## config.mk

```make
export PLATFORM = sky130hd
export DESIGN_NAME = pipe_add_n
export DESIGN_NICKNAME = d
export VERILOG_FILES = /design/src/rtl/pipe_add_n.sv
export SDC_FILE = /design/constraint.sdc
export NUM_CORES = 1
export LEC_CHECK = 0
export ABC_AREA = 1
export CAP_MARGIN = 10
export CORE_MARGIN = 2
export CORE_UTILIZATION = 55
export DETAILED_ROUTE_END_ITERATION = 8
export PLACE_DENSITY = 0.87
export SLEW_MARGIN = 0
export SYNTH_ARGS = -nofsm -noshare
export SYNTH_HDL_FRONTEND = slang
export SYNTH_SLANG_ARGS = --single-unit
export TNS_END_PERCENT = 50
```

## constraint.sdc

```tcl
create_clock -name clk -period 2.7 [get_ports clk]
set_input_delay 0.54 -clock clk [delete_from_list [all_inputs] [get_ports clk]]
set_output_delay 0.54 -clock clk [all_outputs]
set_load 0.01 [all_outputs]
```

## src/rtl/pipe_add_n.sv

```systemverilog
// Segmented carry-pipelined adder/subtractor: SEG bits per stage, latency WIDTH/SEG cycles.
// One global advance enable; the whole pipe freezes while a result waits on out_ready.
module pipe_add_n #(
  parameter int WIDTH = 16,
  parameter int SEG   = 4
) (
  input  logic             clk,
  input  logic             rst_n,
  input  logic [WIDTH-1:0] a,
  input  logic [WIDTH-1:0] b,
  input  logic             c_in,
  input  logic             sub,
  input  logic             in_valid,
  output logic             in_ready,
  output logic [WIDTH-1:0] sum,
  output logic             c_out,
  output logic             ovf,
  output logic             out_valid,
  input  logic             out_ready
);

  localparam int STAGES = WIDTH / SEG;
  localparam int LAST   = STAGES - 1;

  logic [STAGES-1:0]            vld_q, vld_d, cy_q, cy_d, sub_q, sub_d;
  logic [STAGES-1:0][WIDTH-1:0] a_q, a_d, b_q, b_d, res_q, res_d;

  // Per-stage operands: stage 0 reads the ports, stage k reads stage k-1's registers.
  logic [STAGES-1:0]            src_vld, src_cy, src_sub;
  logic [STAGES-1:0][WIDTH-1:0] src_a, src_b, src_res;

  logic adv_en;

  assign adv_en   = !vld_q[LAST] || out_ready;
  assign in_ready = adv_en;

  always_comb begin
    src_vld[0] = in_valid;
    src_sub[0] = sub;
    src_cy[0]  = c_in ^ sub;
    src_a[0]   = a;
    src_b[0]   = sub ? ~b : b;
    src_res[0] = '0;
    for (int k = 1; k < STAGES; k++) begin
      src_vld[k] = vld_q[k-1];
      src_sub[k] = sub_q[k-1];
      src_cy[k]  = cy_q[k-1];
      src_a[k]   = a_q[k-1];
      src_b[k]   = b_q[k-1];
      src_res[k] = res_q[k-1];
    end
  end

  always_comb begin
    logic [SEG:0] seg_sum;
    vld_d   = vld_q;
    cy_d    = cy_q;
    sub_d   = sub_q;
    a_d     = a_q;
    b_d     = b_q;
    res_d   = res_q;
    seg_sum = '0;
    if (adv_en) begin
      for (int k = 0; k < STAGES; k++) begin
        seg_sum  = {1'b0, src_a[k][k*SEG +: SEG]} + {1'b0, src_b[k][k*SEG +: SEG]}
                 + {{SEG{1'b0}}, src_cy[k]};
        vld_d[k] = src_vld[k];
        cy_d[k]  = seg_sum[SEG];
        sub_d[k] = src_sub[k];
        a_d[k]   = src_a[k];
        b_d[k]   = src_b[k];
        res_d[k] = src_res[k];
        res_d[k][k*SEG +: SEG] = seg_sum[SEG-1:0];
      end
    end
  end

  always_ff @(posedge clk or negedge rst_n) begin
    if (!rst_n) begin
      vld_q <= '0;
      cy_q  <= '0;
      sub_q <= '0;
      a_q   <= '0;
      b_q   <= '0;
      res_q <= '0;
    end else begin
      vld_q <= vld_d;
      cy_q  <= cy_d;
      sub_q <= sub_d;
      a_q   <= a_d;
      b_q   <= b_d;
      res_q <= res_d;
    end
  end

  // b_q already holds the effective (inverted for subtract) operand, so one sign rule serves both modes.
  assign out_valid = vld_q[LAST];
  assign sum       = res_q[LAST];
  assign c_out     = cy_q[LAST] ^ sub_q[LAST];
  assign ovf       = (a_q[LAST][WIDTH-1] == b_q[LAST][WIDTH-1]) &&
                     (res_q[LAST][WIDTH-1] != a_q[LAST][WIDTH-1]);

endmodule

```

==> flow_metrics.py <==
metrics = {
    "run_status": {
        "status": "completed",
    },
    "route": {
        "dr.pass1.iters": 4,
        "antenna_left": 0,
        "wl_mm": 8.30,
        "wl_per_cell_um": 12.7,
        "avgViaCountPerCell": 5.05,
        "drtIter0Drc": 209,
        "num_vias": 3289,
        "drc": 0,
    },
    "grt": {
        "grt_use_total": 0.201,
        "grt_first_pass_wirelength_mm": 14.2,
        "grt_overflow": 0,
        "antenna_found_initial": 0,
        "grt_max_degree": 115,
        "grt_pass1_vias": 3162,
    },
    "yosys": {
        "synth_top_area_frac": 0.552,
        "ys_types": 21,
        "syn_nets": 566,
        "ys_seq_elements": 102,
        "ys.warnings.count": 0,
        "async_reset_ff_frac": 1.00,
        "yosys.area.top_type": "dfrtp_1",
        "syn_inst": 508,
        "syn_area_per_cell_um2": 9.10,
        "synthTopCellsByCount": "nand2_1 (198), dfrtp_1 (102), o21ai_0 (41), inv_1 (37), buf_4 (22)",
        "synth_area_mm2": 0.00462,
        "synth_edf_count": 0,
        "synth.most_common_cell": "nand2_1",
        "synthFlopType": "dfrtp_1",
        "seq_area_frac_synth": 0.552,
        "synth_area_leaders": "dfrtp_1 (55%), nand2_1 (16%), o21ai_0 (4.4%)",
    },
    "critical_path": {
        "crit_arrival_ns": 1.70,
        "cp.required_ns": 2.16,
        "cp_max_fo": 2,
        "worstSetupPathType": "input pin to primary output",
        "crit_path_start_kind": "input pin",
        "r2r_slack_ns": 0.93,
        "critPathCaptureType": "primary output",
    },
    "clock_tree": {
        "tritoncts": "yes",
        "cts_made_buffers": 9,
        "clock_latency_ns": 0.37,
        "ctsHoldBuffers": 0,
        "root_buffer": "clkbuf_8",
        "post_cts_resized": 0,
        "cts_buffer_depth": 2,
        "post-cts-setup-buffers": 0,
        "cts_sinks": 102,
        "htreeDepth": 3,
        "path_clk_slew_ns": 0.10,
    },
    "min_path": {
        "hold_path.class": "input pin to asynchronous set/reset pin",
    },
    "sta": {
        "fin_worst_skew_ns": 0.00996,
        "fin_crit_sh": 0.829,
        "whs_ns": 0.181,
        "hold_violations": 0,
        "relSlewSlack": 0.462,
        "fin_setup_tns_ns": 0,
        "final.min_clock_period_ns": 2.24,
        "setup_violations": 0,
        "rsz0062_at_grt": "false",
        "slew_viol_final": 0,
        "fmax_mhz": 447,
        "worstMarginPinSlew_ns": 0.807,
    },
    "floorplan": {
        "ioPinCount": 58,
        "die_x_um": 95.7,
        "die-area_mm2": 0.00915,
        "core_mm2": 0.00818,
        "rows": 33,
        "initial_utilization": 0.565,
        "die_y_um": 95.7,
    },
    "placement": {
        "port_buffers": 57,
        "hpwl_mm": 5.44,
        "place_area_mm2": 0.00512,
        "gp_congestion": 0.794,
    },
    "final_layout": {
        "nets": 599,
        "drive_gt1_frac": 0.0440,
        "stdcell_area_mm2": 0.00531,
        "finalCoreUtilization": 0.650,
        "syn2layout_area_growth_pct": 15.0,
        "n_antenna_cell": 0,
    },
    "power_and_ir_drop": {
        "powerDensity_mw_per_mm2": 1070,
        "ir_worst_vdd_v": 0.000477,
        "fin_total_pwr_uw": 5670,
        "p_leak_uw": 0.00263,
    },
    "job": {
        "drv_cap": 0,
    },
}
## final timing paths
kind	to	startpoint	depth (start not counted)
worst max-delay path	in_ready	out_ready	4
worst min-delay path	a_q[13]$_DFFE_PN0P_	rst_n	1
worst max register to register	cy_q[3]$_DFFE_PN0P_	cy_q[2]$_DFFE_PN0P_	6
worst min register to register	b_q[47]$_DFFE_PN0P_	b_q[31]$_DFFE_PN0P_	2
max in group asynchronous	vld_q[3]$_DFFE_PN0P_	rst_n	2
min in group clk	b_q[47]$_DFFE_PN0P_	b_q[31]$_DFFE_PN0P_	2
## layout make-up
cell class / count / area, um^2
sequential: 102 / 2550
clock inverter: 6 / 61.3
multi-input combinational: 329 / 1680
inverter: 38 / 143
clock buffer: 10 / 128
tap: 105 / 131
timing repair buffer: 61 / 623
fill: 640 / 2860
## where the power goes
part / switching [uW] / internal, uW
registers: 369 / 2200
logic: 1220 / 948
clock network: 508 / 428
total: 2090 / 3580
## routing by layer
| layer | part of all wire | GRT usage | up-vias | wire length (um) |
|---|---|---|---|---|
| met5 | 0 | 0 | - | 0 |
| met4 | 0.018 | 0.0762 | 0 | 150 |
| met3 | 0.036 | 0.0292 | 12 | 302 |
| met2 | 0.51 | 0.339 | 82 | 4240 |
| met1 | 0.43 | 0.264 | 1574 | 3600 |
| li1 | - | - | 1621 | - |
## state kept, by name, summed over array words and instances (netlist names)
name,flops
a_q,25
b_q,25
res_q,24
sum,16
cy_q,4
sub_q,4
vld_q,4
## placed cells by master, fill, tap and decap left out
cell type / count
clkdlybuf4s50_1: 56
clkbuf_8: 9
xnor2_1: 12
nand3_1: 12
clkbuf_1: 1
inv_1: 37
or2_2: 2
bufinv_16: 1
dfrtp_1: 102
o21ai_1: 13
fa_1: 8
nor2_1: 14
clkinv_2: 3
buf_12: 2
a21oi_1: 7
xor2_1: 6
nand2_1: 198
o31ai_1: 2
ha_1: 12
nor2_4: 1
buf_4: 3
inv_6: 1
o21ai_0: 41
inv_2: 1
clkinvlp_4: 1
a22oi_1: 1
## critical path: stages
cell,delay (ns)
clkdlybuf4s50_1,0.51
nor2_4,0.07
inv_2,0.06
clkdlybuf4s50_1,0.53
## stage by stage
stage | setup slack, ns | instances
CTS | 0.453 | 651
floorplan | 0.439 | 508
detailed placement | 0.128 | 635
global route | 0.396 | 651
finish | 0.461 | 651
global placement | 0.198 | 635
## cell families (layout without fill, tap and decap cells)
group,after synthesis,count (layout),synth area share
DFF,102,102,0.552
buffers and inverters,77,115,0.0850
xor gates and xnor gates,18,18,0.0341
adders and majority gates,20,20,0.0672
and+or+nand+nor,227,227,0.190
AOI/OAI and AO/OA,64,64,0.0709
No activity file was read; power rests on OpenSTA's default activity.
